===== src/rtl/fpnew_divsqrt_arbiter.sv =====
// Shares one multi-cycle divsqrt unit among NumReq requesters.
// Define FPNEW_DIVSQRT_ARB_RR_EN for round-robin, else fixed priority.
package fpnew_pkg;

  typedef enum logic [3:0] {
    FMADD, FNMSUB, ADD, MUL, DIV, SQRT, SGNJ, MINMAX,
    CMP, CLASSIFY, F2F, F2I, I2F, CPKAB, CPKCD
  } operation_e;

  typedef enum logic [2:0] {
    RNE = 3'b000,
    RTZ = 3'b001,
    RDN = 3'b010,
    RUP = 3'b011,
    RMM = 3'b100,
    DYN = 3'b111
  } roundmode_e;

  typedef enum logic [2:0] {
    FP32, FP64, FP16, FP8, FP16ALT
  } fp_format_e;

  typedef struct packed {
    logic NV;
    logic DZ;
    logic OF;
    logic UF;
    logic NX;
  } status_t;

endpackage

module fpnew_divsqrt_arbiter
  import fpnew_pkg::*;
#(
  parameter int unsigned NumReq = 2,
  parameter int unsigned WIDTH  = 64,
  localparam int unsigned IdxW  =
    ($clog2(NumReq) > 1) ? $clog2(NumReq) : 1
) (
  input  logic                              clk_i,
  input  logic                              rst_ni,
  input  logic                              flush_i,
  input  logic [NumReq-1:0]                 req_valid_i,
  output logic [NumReq-1:0]                 req_ready_o,
  input  logic [NumReq-1:0][1:0][WIDTH-1:0] req_operands_i,
  input  fpnew_pkg::operation_e             req_op_i [NumReq],
  input  fpnew_pkg::roundmode_e             req_rnd_mode_i [NumReq],
  input  fpnew_pkg::fp_format_e             req_dst_fmt_i [NumReq],
  output logic                              unit_in_valid_o,
  input  logic                              unit_in_ready_i,
  output logic [1:0][WIDTH-1:0]             unit_operands_o,
  output fpnew_pkg::operation_e             unit_op_o,
  output fpnew_pkg::roundmode_e             unit_rnd_mode_o,
  output fpnew_pkg::fp_format_e             unit_dst_fmt_o,
  output logic                              unit_flush_o,
  input  logic                              unit_out_valid_i,
  output logic                              unit_out_ready_o,
  input  logic [WIDTH-1:0]                  unit_result_i,
  input  fpnew_pkg::status_t                unit_status_i,
  output logic [NumReq-1:0]                 rsp_valid_o,
  input  logic [NumReq-1:0]                 rsp_ready_i,
  output logic [WIDTH-1:0]                  rsp_result_o,
  output fpnew_pkg::status_t                rsp_status_o,
  output logic [IdxW-1:0]                   owner_o,
  output logic                              busy_o
);

  typedef enum logic [1:0] {
    IDLE, ISSUE, WAIT
  } state_e;

  typedef struct packed {
    logic [1:0][WIDTH-1:0] operands;
    operation_e            op;
    roundmode_e            rnd;
    fp_format_e            fmt;
  } issue_t;

  state_e          state_q, state_d;
  issue_t          issue_q, issue_d;
  logic [IdxW-1:0] owner_q, owner_d;
  logic [IdxW-1:0] prio;
  logic [IdxW-1:0] gnt_idx;
  logic            gnt_any;
  logic            grant;
  int unsigned     srch;

  // first valid requester at or after prio, wrapping at NumReq-1
  always_comb begin
    gnt_any = 1'b0;
    gnt_idx = '0;
    srch    = 0;
    for (int unsigned k = 0; k < NumReq; k++) begin
      srch = 32'(prio) + k;
      if (srch >= NumReq) srch = srch - NumReq;
      if (!gnt_any && req_valid_i[IdxW'(srch)]) begin
        gnt_any = 1'b1;
        gnt_idx = IdxW'(srch);
      end
    end
  end

  assign grant = (state_q == IDLE) && !flush_i && gnt_any;

`ifdef FPNEW_DIVSQRT_ARB_RR_EN
  logic [IdxW-1:0] prio_q, prio_d;

  assign prio = prio_q;

  always_comb begin
    prio_d = prio_q;
    if (grant) begin
      prio_d = (gnt_idx == IdxW'(NumReq - 1)) ?
               '0 : gnt_idx + 1'b1;
    end
  end

  always_ff @(posedge clk_i or negedge rst_ni) begin
    if (!rst_ni) prio_q <= '0;
    else         prio_q <= prio_d;
  end
`else
  assign prio = '0;
`endif

  always_ff @(posedge clk_i or negedge rst_ni) begin
    if (!rst_ni) begin
      state_q <= IDLE;
      issue_q <= '0;
      owner_q <= '0;
    end else begin
      state_q <= state_d;
      issue_q <= issue_d;
      owner_q <= owner_d;
    end
  end

  always_comb begin
    state_d = state_q;
    unique case (state_q)
      IDLE:  if (grant) state_d = ISSUE;
      ISSUE: if (unit_in_ready_i) state_d = WAIT;
      WAIT: begin
        if (unit_out_valid_i && rsp_ready_i[owner_q])
          state_d = IDLE;
      end
      default: state_d = IDLE;
    endcase
    if (flush_i) state_d = IDLE;
  end

  always_comb begin
    issue_d = issue_q;
    owner_d = owner_q;
    if (grant) begin
      issue_d.operands = req_operands_i[gnt_idx];
      issue_d.op       = req_op_i[gnt_idx];
      issue_d.rnd      = req_rnd_mode_i[gnt_idx];
      issue_d.fmt      = req_dst_fmt_i[gnt_idx];
      owner_d          = gnt_idx;
    end
  end

  always_comb begin
    req_ready_o      = '0;
    unit_in_valid_o  = 1'b0;
    unit_out_ready_o = 1'b0;
    rsp_valid_o      = '0;
    if (grant) req_ready_o[gnt_idx] = 1'b1;
    unique case (state_q)
      ISSUE: unit_in_valid_o = !flush_i;
      WAIT: begin
        unit_out_ready_o     = rsp_ready_i[owner_q];
        rsp_valid_o[owner_q] = unit_out_valid_i && !flush_i;
      end
      default: ;
    endcase
  end

  assign unit_operands_o = issue_q.operands;
  assign unit_op_o       = issue_q.op;
  assign unit_rnd_mode_o = issue_q.rnd;
  assign unit_dst_fmt_o  = issue_q.fmt;
  assign unit_flush_o    = flush_i;
  assign rsp_result_o    = unit_result_i;
  assign rsp_status_o    = unit_status_i;
  assign owner_o         = owner_q;
  assign busy_o          = (state_q != IDLE);

endmodule

===== config.mk =====
export PLATFORM = sky130hd
export DESIGN_NAME = fpnew_divsqrt_arbiter
export DESIGN_NICKNAME = d
export VERILOG_FILES = /design/src/rtl/fpnew_divsqrt_arbiter.sv
export SDC_FILE = /design/constraint.sdc
export NUM_CORES = 1
export LEC_CHECK = 0
export CAP_MARGIN = 20
export CORE_AREA = 2 2 220 222
export DETAILED_ROUTE_END_ITERATION = 12
export DIE_AREA = 0 0 222 224
export PLACE_DENSITY = 0.44
export SYNTH_ARGS = -nofsm -noshare
export SYNTH_HDL_FRONTEND = slang
export SYNTH_SLANG_ARGS = --single-unit

===== constraint.sdc =====
create_clock -name clk_i -period 1.5 [get_ports clk_i]
set_clock_uncertainty 0.05 [all_clocks]
set_input_delay 0.3 -clock clk_i [delete_from_list [all_inputs] [get_ports clk_i]]
set_output_delay 0.3 -clock clk_i [all_outputs]
set_load 0.03 [all_outputs]

======== Word level (Yosys, flattened, before mapping) ========
Index checks and enable logic that the tools add are counted.
Widths: inputs -> output; s select.
operators by class
  magnitude comparators ................... 5
  equality and inequality tests ........... 5
  bitwise logic cells ..................... 2
  muxes and demuxes ....................... 29
  reductions and logical operators ........ 12
operators with widths
  operator            count
  $mux 128            2
  $mux 3              6
  $mux 2              6
  $mux 4              3
  $mux 1              9
  $ne 3x3->1 const B  3
  $logic_and 1x1->1   7
  $pmux 2 s3          1
  $lt 1x2->1 const B  2
  $reduce_and 3->1    1
  $and 2x2->2         1
  $demux 1 s1         2
  $eq 2x1->1 const B  1
  $eq 2x2->1 const B  1
  $ge 1x1->1 const B  2
  $ge 2x2->1 const B  1
  $logic_not 1->1     2
  $logic_not 2->1     1
  $not 1->2           1
  $reduce_bool 2->1   1
storage, ports and cells
  input port bits ......................... 354
  register bits after elaboration ......... 141
  logic and storage cells ................. 60

======== Longest topological paths before layout ========
Gate-level depths: netlist (run 1).
  depth after elaboration ................. 9
  gate-level depth with buffers ........... 6
  gate-level depth less buffers ........... 3

======== Worst setup path after synthesis (run 1) ========
Ideal clock, no wire load.
  path kind ............................... register to output
  start point ............................. register owner_q (netlist: owner_o)
  end point ............................... output rsp_valid_o[1]
  path buffers ............................ 0
  setup slack ............................. -0.446 ns
  data arrival time ....................... 1.596 ns
  stages on the path, launching flop included .. 3
  path through ............................ dfrtp_1 -> inv_1 -> nor4_1
between the ends
  word-level cells in the longest chain between the ends .. 6
RTL lines
  what                                                                   line  source
  start: declaration                                                     82    logic [IdxW-1:0] owner_q, owner_d;
  start signal: assignment                                               135   owner_q <= owner_d;
  $lt 1x2->1 (not written as such) / $ge 1x1->1 (equally long branches)  175   rsp_valid_o[owner_q] = unit_out_valid_i && !flush_i;
  $logic_and 1x1->1                                                      175
  $mux 1 (not written as such)                                           175
  $demux 1 s1 (*)                                                        175
  $and 2x2->2 (no source line) (*)                                       --
  $mux 2 (*)                                                             171   unique case (state_q)
  end: declaration                                                       61    output logic [NumReq-1:0] rsp_valid_o,
Every way passes the cells marked *; elsewhere a longest branch is shown, timed or not.

======== Worst setup path after layout (run 1) ========
  start point ............................. register state_q[1]
  end point ............................... register issue_q (netlist bit unit_operands_o[52])
between the ends
  word-level cells in the longest chain between the ends .. 3
RTL lines
  what                            line  source
  start: declaration              80    state_e state_q, state_d;
  start signal: assignment        133   state_q <= state_d;
  $logic_not 2->1                 104   assign grant = (state_q == IDLE) && !flush_i && gnt_any;
  $logic_and 1x1->1 (2 in a row)  104
  end signal: assignment          134   issue_q <= issue_d;
  end: declaration                81    issue_t issue_q, issue_d;
Every way passes these cells.
A chain may end at the register's enable or synchronous reset.

==> impl_metrics.csv, run 1 <==
group,metric,value,unit
status,status,"finished, violations left",
status,violations,"setup timing",
pwr,p_leak,5.816,nW
floorplanning,start_util,0.1417,
clock_network,cts_root_buf,"clkbuf_16",
floorplanning,die_h,224,um
pwr,ir_drop,0.7192,mV
sta,setup_viol,147,
yosys,syn-cell-area,0.006709,mm2
sta,min_period_over_period,1.461,
yosys,synth.distinct_cells,22,
critical_path,r2r_setup_slack,-690,ps
global_route,grt_max_degree,47,
detailed_routing,vias,6471,
yosys,syn_nets,907,
place,hpwl,20740,um
pwr,p_per_area,1274,mW/mm2
yosys,synthTopCellsByArea,"dfrtp_1 (53%), a221o_1 (21%), and2_1 (13%)",
detailed_routing,drc,0,
floorplanning,ios,570,
critical_path,worstSetupStartpointType,"register",
yosys,yosysTopAreaCell,"dfrtp_1",
critical_path,path_class,"reg -> reg",
detailed_routing,wl_per_cell,21.82,um
sta,fin_tns_setup,-88910,ps
final_layout,syn_to_final_growth,97.50,%
final_layout,drive_gt1_frac,0.3542,
final_layout,final_util,0.2799,
final_layout,final_common_cell,"clkdlybuf4s50_1",
job,max_cap_violations,0,
yosys,synth_seq_area_share,0.5259,
critical_path,r2r_start,"state_q[1]",
detailed_routing,drt-vias-per-instance,3.994,
floorplanning,rows,80,
detailed_routing,first_pass_iters,4,
global_route,grt_pass1_vias,6618,
final_layout,n_antenna_cell,0,
critical_path,required,1870,ps
clock_network,clk_path_buf_depth,2,
yosys,syn_avg_cell_area,12.13,um2
floorplanning,die_width,222,um
place,gp_congestion,0.7494,
sta,clock.fmax,456.4,MHz
yosys,synth_top_area_share,0.5259,
min_path,holdCritPathClass,"in -> async",
clock_network,clk_pin_slew_worst_paths,60,ps
sta,slew_headroom,0.8050,
critical_path,worstPathArrival,2560,ps
detailed_routing,ant_nets,0,
sta,tightest_slew,284.3,ps
sta,fin_crit,2191,ps
clock_network,cts.sinks,141,
sta,hold_ws,192.1,ps
detailed_routing,drtIter0Drc,364,
sta,setup_ws,-691.0,ps
critical_path,reg2reg_depth,11,
detailed_routing,postRouteWirelength,35340,um
global_route,grt_pass1_wl,46060,um
sta,finalHoldViolCount,0,
critical_path,crit_fanout,8,
clock_network,clkLatencyLatePin,480,ps
floorplanning,fp.coreArea,0.04735,mm2
clock_network,cts_buffers,17,
pwr,p_total,0.01688,W
yosys,syn_inst,553,
final_layout,nets,1348,
floorplanning,dieArea,0.04973,mm2
sta,rsz0062_at_grt,"yes",
clock_network,cts_htree_levels,4,
critical_path,rr_endpoint,"unit_operands_o[52]",
global_route,antenna_found_initial,1,
yosys,yosysWarnings,0,
clock_network,cts_tree,"built",
sta,slew_viol_final,0,
yosys,ys_ff_latch,141,
place,portBuffers,431,
final_layout,mostFrequentLayoutCells,"clkdlybuf4s50_1 (282), a221o_1 (138), dfrtp_1 (138)",
global_route,grt.overflow.total,0,
global_route,grt_use_total,0.1305,
critical_path,setup.worst_path.end_class,"register",
-- report_power, final --
part           total (W)  internal (W)  leakage [nW]  switching, W
Combinational    0.00688       0.00327          3.77       0.00362
Sequential       0.00539       0.00474          1.75      0.000644
Clock            0.00460       0.00281         0.298       0.00180
-- critical path: stages, from the launching register on --
cell	delay, ps
dfrtp_2	410
buf_4	140
buf_6	110
buf_4	130
nor4b_4	300
buf_4	180
buf_8	130
buf_12	110
clkbuf_16	170
clkbuf_16	170
and2_1	130
a221o_1	100
-- routing by layer --
layer,GRT usage,up-vias,wire length (um)
met5,0,-,0
met4,0.05623,0,918
met3,0.04892,56,2473
met2,0.2178,295,17610
met1,0.1495,3208,14340
li1,-,2912,-
-- area by class of cell --
| type | count | area, um2 |
|---|---|---|
| inverters | 2 | 7.507 |
| clock buffers | 24 | 501.7 |
| clock inverters | 6 | 107.6 |
| repair buffers | 538 | 5720 |
| flip-flops and latches | 141 | 3532 |
| multi-input cells | 294 | 2611 |
| well taps | 615 | 769.5 |
| fillers | 4958 | 34100 |
-- logic make-up after synthesis --
family                 after synthesis  share of synthesized area
AOI/OAI and AO/OA                  143                     0.2104
buffers and inverters              118                     0.1199
DFF                                141                     0.5259
muxes                                1                   0.001492
and+or+nand+nor                    150                     0.1423
-- cell usage after synthesis (all sizes together) --
| cell type | n |
|---|---|
| o21ai | 1 |
| or4b | 1 |
| nor3 | 1 |
| or2 | 1 |
| buf | 87 |
| and2 | 138 |
| dfrtp | 141 |
| clkbuf | 29 |
| nand3b | 1 |
| a21oi | 2 |
| o31ai | 1 |
| mux2i | 1 |
| o21bai | 1 |
| nor2 | 3 |
| nor4b | 1 |
| nor4 | 2 |
| inv | 2 |
| nand2b | 2 |
| a221o | 138 |
-- sequential cells by signal, summed over array words and instances (netlist names) --
register and flops:
unit_operands_o 128, unit_dst_fmt_o 3, state_q 2, unit_op_o 4
unit_rnd_mode_o 3, owner_o 1
-- worst max-delay path by stage --
stage                        start                   to  slack, ps  cells after the start
floorplan               state_q[1]    unit_dst_fmt_o[2]       -150                      5
global placement    req_valid_i[1]  unit_operands_o[90]       -720                      6
detailed placement  req_valid_i[1]  unit_operands_o[95]       -740                      6
CTS                     state_q[0]       req_ready_o[1]       -760                      4
global route            state_q[1]  unit_operands_o[59]       -760                     11
finish                  state_q[1]  unit_operands_o[52]       -690                     11
-- stage by stage --
stage          worst slack (ps)  instance area, um2  std cells
2_1_floorplan            -145.8                6731        553
5_1_grt                  -763.2               13250       1620
3_5_place_dp             -739.6               11610       1521
6_report                 -691.0               13250       1620
3_3_place_gp             -725.0               11610       1521
4_1_cts                  -756.5               12480       1590
-- timing repair --
item | 4_1_cts | 5_1_grt
endpoints found under the hold margin | 141 | 0
pin swaps | 6 | 19
hold buffers | 1 | 0
setup endpoints to repair | 267 | 148
gates resized for setup | 661 | 85
setup buffers | 22 | 15
gates cloned | 16 | 23
Note: power is estimated with default switching activity, not from simulation.
==> run 2: changes to the inputs <==
CORE_AREA = 2 2 223 225   (was 2 2 220 222)
DIE_AREA = 0 0 225 227   (was 0 0 222 224)
PLACE_DENSITY = 0.41   (was 0.44)
clock period = 2.03 ns   (was 1.5 ns; I/O delays follow)
==> run 2 against run 1 <==
Compared with the run above: the flow still finishes with violations (setup timing); total power is 32% lower; first-iteration DRC count is 22% lower; flip-flop and latch count stayed put; critical path depth is 7 lower; die area is 2.7% higher; utilization is 2.9 points lower; sequential power is 27% lower; combinational power is 33% lower; final cell count is 3.6% lower; clock power is 35% lower; hold slack better by 250 ps; routed wire length is 18% lower; critical path type is now in -> out; critical endpoint is now req_ready_o[1]; largest cell class unchanged; largest power group unchanged.
==> impl_metrics.csv, run 2 (same netlist as run 1, synthesis figures left out) <==
group,metric,value,unit
pwr,pwr-share-comb,0.401,
sta,fin_crit,2170,ps
clock_network,cts_htree_levels,4,
clock_network,clkLatencyLatePin,470,ps
critical_path,crit_fanout,2,
pwr,p_leak,5.433,nW
critical_path,required,1570,ps
floorplanning,dieArea,0.05108,mm2
sta,tightest_slew,628.2,ps
pwr,p_total,0.01154,W
clock_network,clk_path_buf_depth,2,
min_path,holdCritPathClass,"in -> async",
floorplanning,start_util,0.1382,
clock_network,cts_root_buf,"clkbuf_16",
clock_network,cts_buffers,17,
sta,slew_headroom,0.5812,
detailed_routing,drc,0,
place,dp.cells,1530,
global_route,grt.overflow.total,0,
final_layout,mostFrequentLayoutCells,"clkdlybuf4s50_1 (337), dfrtp_1 (139), and2_1 (138), a221o_1 (138), dlygate4sd2_1 (52)",
place,pre_cts_ws,-303.5,ps
sta,slew_viol_final,0,
final_layout,nets,1289,
final_layout,syn_to_final_growth,81.85,%
final_layout,drive_gt1_frac,0.09787,
detailed_routing,vias,6023,
sta,min_period_over_period,1.069,
global_route,grt_max_degree,60,
place,gp_congestion,0.7257,
job,max_cap_violations,0,
floorplanning,die_h,227,um
final_layout,largest_reg_flops,128,
critical_path,worstPathArrival,1710,ps
detailed_routing,wl_per_cell,18.64,um
pwr,p_per_area,946.0,mW/mm2
clock_network,clk_pin_slew_worst_paths,60,ps
final_layout,n_antenna_cell,0,
critical_path,worstSetupStartpointType,"primary input",
global_route,grt_pass1_wl,41860,um
sta,finalHoldViolCount,0,
detailed_routing,first_pass_iters,4,
pwr,switching_share,0.3573,
sta,rsz0062_at_grt,"yes",
clock_network,cts_tree,"built",
floorplanning,die_width,225,um
sta,clock.fmax,460.9,MHz
final_layout,final_common_cell,"clkdlybuf4s50_1",
pwr,p_clk_frac,0.259,
pwr,ir_drop,0.6620,mV
detailed_routing,ant_nets,0,
status,violations,"setup timing",
floorplanning,fp.coreArea,0.04855,mm2
sta,setup_viol,2,
place,portBuffers,431,
critical_path,setup.worst_path.end_class,"primary output",
global_route,antenna_found_initial,2,
pwr,switchingPower,0.004123,W
detailed_routing,drt-vias-per-instance,3.856,
pwr,p_seq_frac,0.340,
detailed_routing,postRouteWirelength,29110,um
clock_network,cts.sinks,141,
detailed_routing,drtIter0Drc,284,
place,hpwl,21820,um
status,status,"finished, violations left",
final_layout,final_cells,1562,
critical_path,path_class,"in -> out",
floorplanning,ios,570,
pwr,p_int,0.007418,W
floorplanning,rows,81,
global_route,grt_pass1_vias,6498,
sta,setup_ws,-139.7,ps
global_route,grt_use_total,0.1134,
run 2: power by group through the flow:
stage	clock network, W	registers (W)	logic (W)
global placement	0	0.00399	0.00482
floorplan	0	0.00531	0.00119
global route	0.00323	0.00402	0.00487
detailed placement	0	0.00396	0.00484
CTS	0.00315	0.00393	0.00469
finish	0.00299	0.00393	0.00463
run 2: final timing paths:
check,depth (start not counted),slack (ps),to,startpoint
worst max-delay path,4,-140,req_ready_o[1],req_valid_i[1]
worst min-delay path,2,440,unit_operands_o[85],rst_ni
worst max register to register,7,120,unit_operands_o[92],state_q[1]
worst min register to register,1,450,unit_rnd_mode_o[1],unit_rnd_mode_o[1]
max in group asynchronous,3,810,unit_operands_o[51],rst_ni
min in group clk_i,1,450,unit_rnd_mode_o[1],unit_rnd_mode_o[1]
run 2: critical path, cell delays in order:
cell and delay [ps]:
clkdlybuf4s50_1 540, or4b_4 500, nor2_4 120, buf_6 140
run 2: per-layer routing:
metal,GRT usage,up-vias,part of all wire
met3,0.04479,57,0.081
li1,-,2757,-
met2,0.1819,296,0.47
met5,0,-,0.00038
met4,0.05875,2,0.032
met1,0.1309,2911,0.41
run 2: area by class of cell:
cell class	instances	area [um2]
fillers	5187	36340
clock buffers	19	432.9
clock inverters	5	75.07
multi-input cells	294	2469
well taps	622	778.2
flip-flops and latches	141	3531
inverters	2	7.507
repair buffers	479	4907
run 2: timing repair:
item,4_1_cts,5_1_grt
hold endpoints to repair,42,0
setup buffers,7,0
hold buffers,1,0
endpoints found under the setup margin,59,40
pin swaps,4,4
resized for setup,67,44
run 2: metrics by stage:
| stage | cell area (um2) | util | setup TNS (ps) | hold WS [ps] |
|---|---|---|---|---|
| 6_report | 12200 | 0.2513 | -190.7 | 443.0 |
| 4_1_cts | 12060 | 0.2485 | -479.4 | 419.1 |
| 2_1_floorplan | 6715 | - | 0 | 60.41 |
| 3_3_place_gp | 11530 | 0.2375 | -37740 | 391.8 |
| 5_1_grt | 12200 | 0.2513 | -494.9 | 451.2 |
| 3_5_place_dp | 11530 | 0.2375 | -36580 | 392.9 |
==> run 3: changes to the inputs <==
==> constraint.sdc (replaced) <==
create_clock -name clk_i -period 2.03 [get_ports clk_i]
set_clock_uncertainty 0.05 [all_clocks]
set_input_delay 0.5075 -clock clk_i [delete_from_list [all_inputs] [get_ports clk_i]]
set_output_delay 0.5075 -clock clk_i [all_outputs]
set_load 0.03 [all_outputs]
==> run 3 against run 2 <==
Compared with the run above: the run still ends with setup timing left; clock power increased by 1%; via count decreased by 0.12%; first-iteration DRC count decreased by 20%; largest cell class unchanged.
==> impl_metrics.csv, run 3 (same netlist as run 1, synthesis figures left out) <==
group,metric,value,unit
pwr,pwr-share-comb,0.381,
final_layout,final_util,0.2452,
detailed_routing,ant_nets,0,
sta,tightest_slew,516.7,ps
pwr,ir_drop,0.6320,mV
sta,setup_viol,5,
sta,rsz0062_at_grt,"yes",
clock_network,clkLatencyLatePin,460,ps
place,portBuffers,431,
pwr,p_leak,5.229,nW
global_route,grt_pass1_vias,6412,
final_layout,syn_to_final_growth,77.43,%
status,status,"finished, violations left",
clock_network,cts_root_buf,"clkbuf_16",
floorplanning,ios,570,
final_layout,nFillCells,5190,
pwr,switchingPower,0.004037,W
clock_network,cts.sinks,141,
final_layout,nets,1287,
critical_path,required,1470,ps
min_path,holdCritPathClass,"reg -> reg",
status,violations,"setup timing",
pwr,p_int,0.007151,W
sta,min_period_over_period,1.089,
detailed_routing,drt-vias-per-instance,3.851,
global_route,antenna_found_initial,0,
floorplanning,die_width,225,um
floorplanning,fp.coreArea,0.04855,mm2
detailed_routing,vias,6016,
global_route,grt_max_degree,67,
clock_network,clk_pin_slew_worst_paths,60,ps
global_route,grt_pass1_wl,40300,um
global_route,grt.overflow.total,0,
clock_network,cts_tree,"built",
detailed_routing,drc,0,
detailed_routing,drtIter0Drc,228,
floorplanning,rows,81,
clock_network,clk_path_buf_depth,2,
place,dpl_cell_area,0.01147,mm2
final_layout,mostFrequentLayoutCells,"clkdlybuf4s50_1 (281), dlygate4sd2_1 (141), dfrtp_1 (141)",
floorplanning,die_h,227,um
critical_path,setup.worst_path.end_class,"primary output",
final_layout,drive_gt1_frac,0.09362,
final_layout,final_common_cell,"clkdlybuf4s50_1",
detailed_routing,postRouteWirelength,27670,um
sta,setup_ws,-180.6,ps
job,max_cap_violations,0,
place,hpwl,20560,um
pwr,p_per_area,939.9,mW/mm2
critical_path,crit_fanout,3,
pwr,p_total,0.01119,W
critical_path,path_class,"reg -> out",
final_layout,n_antenna_cell,0,
final_layout,fin_area,0.01190,mm2
critical_path,worstSetupStartpointType,"register",
global_route,grt_use_total,0.1081,
sta,hold_ws,453.5,ps
sta,clock.fmax,452.4,MHz
clock_network,cts_buffers,17,
floorplanning,dieArea,0.05108,mm2
pwr,p_seq_frac,0.349,
clock_network,cts_htree_levels,4,
place,gp_congestion,0.7034,
sta,slew_viol_final,0,
floorplanning,start_util,0.1382,
sta,fin_crit,2211,ps
pwr,switching_share,0.3608,
detailed_routing,wl_per_cell,17.71,um
sta,finalHoldViolCount,0,
pwr,p_clk_frac,0.270,
sta,slew_headroom,0.6555,
final_layout,largest_reg_flops,128,
detailed_routing,first_pass_iters,4,
critical_path,worstPathArrival,1650,ps
[run 3: power groups by stage]
| stage | combinational (W) | clock (W) | sequential, W |
|---|---|---|---|
| floorplan | 0.00119 | 0 | 0.00531 |
| global placement | 0.00480 | 0 | 0.00397 |
| detailed placement | 0.00480 | 0 | 0.00394 |
| CTS | 0.00432 | 0.00321 | 0.00391 |
| global route | 0.00451 | 0.00327 | 0.00400 |
| finish | 0.00426 | 0.00303 | 0.00390 |
[run 3: final timing paths]
kind,cells past startpoint,from,endpoint,slack [ps]
min in group asynchronous,2,rst_ni,unit_operands_o[9],510
worst min register to register,1,unit_operands_o[105],unit_operands_o[105],450
worst max-delay path,3,state_q[0],req_ready_o[1],-180
max in group asynchronous,3,rst_ni,state_q[1],830
worst max register to register,7,state_q[0],unit_operands_o[84],50
worst min-delay path,1,unit_operands_o[105],unit_operands_o[105],450
[run 3: what timing repair did]
| action | CTS | global route |
|---|---|---|
| hold buffers | 1 | 0 |
| pin swaps | 3 | 2 |
| gates resized for setup | 153 | 4 |
| setup endpoints to repair | 146 | 6 |
| buffers inserted | 2 | 2 |
| endpoints found under the hold margin | 29 | 0 |
[run 3: stage by stage]
step	std cells	setup TNS [ps]	setup WS, ps
2_1_floorplan	553	-377.9	-188.9
5_1_grt	1562	-1250	-259.7
3_3_place_gp	1531	-54260	-461.2
4_1_cts	1560	-1213	-284.8
6_report	1562	-654.5	-180.6
3_5_place_dp	1531	-53740	-451.7
[run 3: worst max-delay path, stage by stage (launching register included)]
cell and delay, ps:
dfrtp_1 390, or4b_4 540, nor2_4 110, buf_6 140
[run 3: layout make-up]
type                            instances  area [um2]  share of cell area
Clock inverter                          2       35.03            0.002943
Sequential cell                       141        3528              0.2964
Tap cell                              622       778.2             0.06538
Multi-Input combinational cell        294        2416              0.2030
Inverter                                2       7.507           0.0006307
Timing Repair Buffer                  477        4637              0.3895
Clock buffer                           24       501.7             0.04215
[run 3: layer usage]
metal,global-route usage,vias up,share of wire
met3,0.04233,56,0.080
li1,-,2755,-
met1,0.1238,2932,0.41
met2,0.1775,273,0.49
met5,0,-,0
met4,0.05020,0,0.024
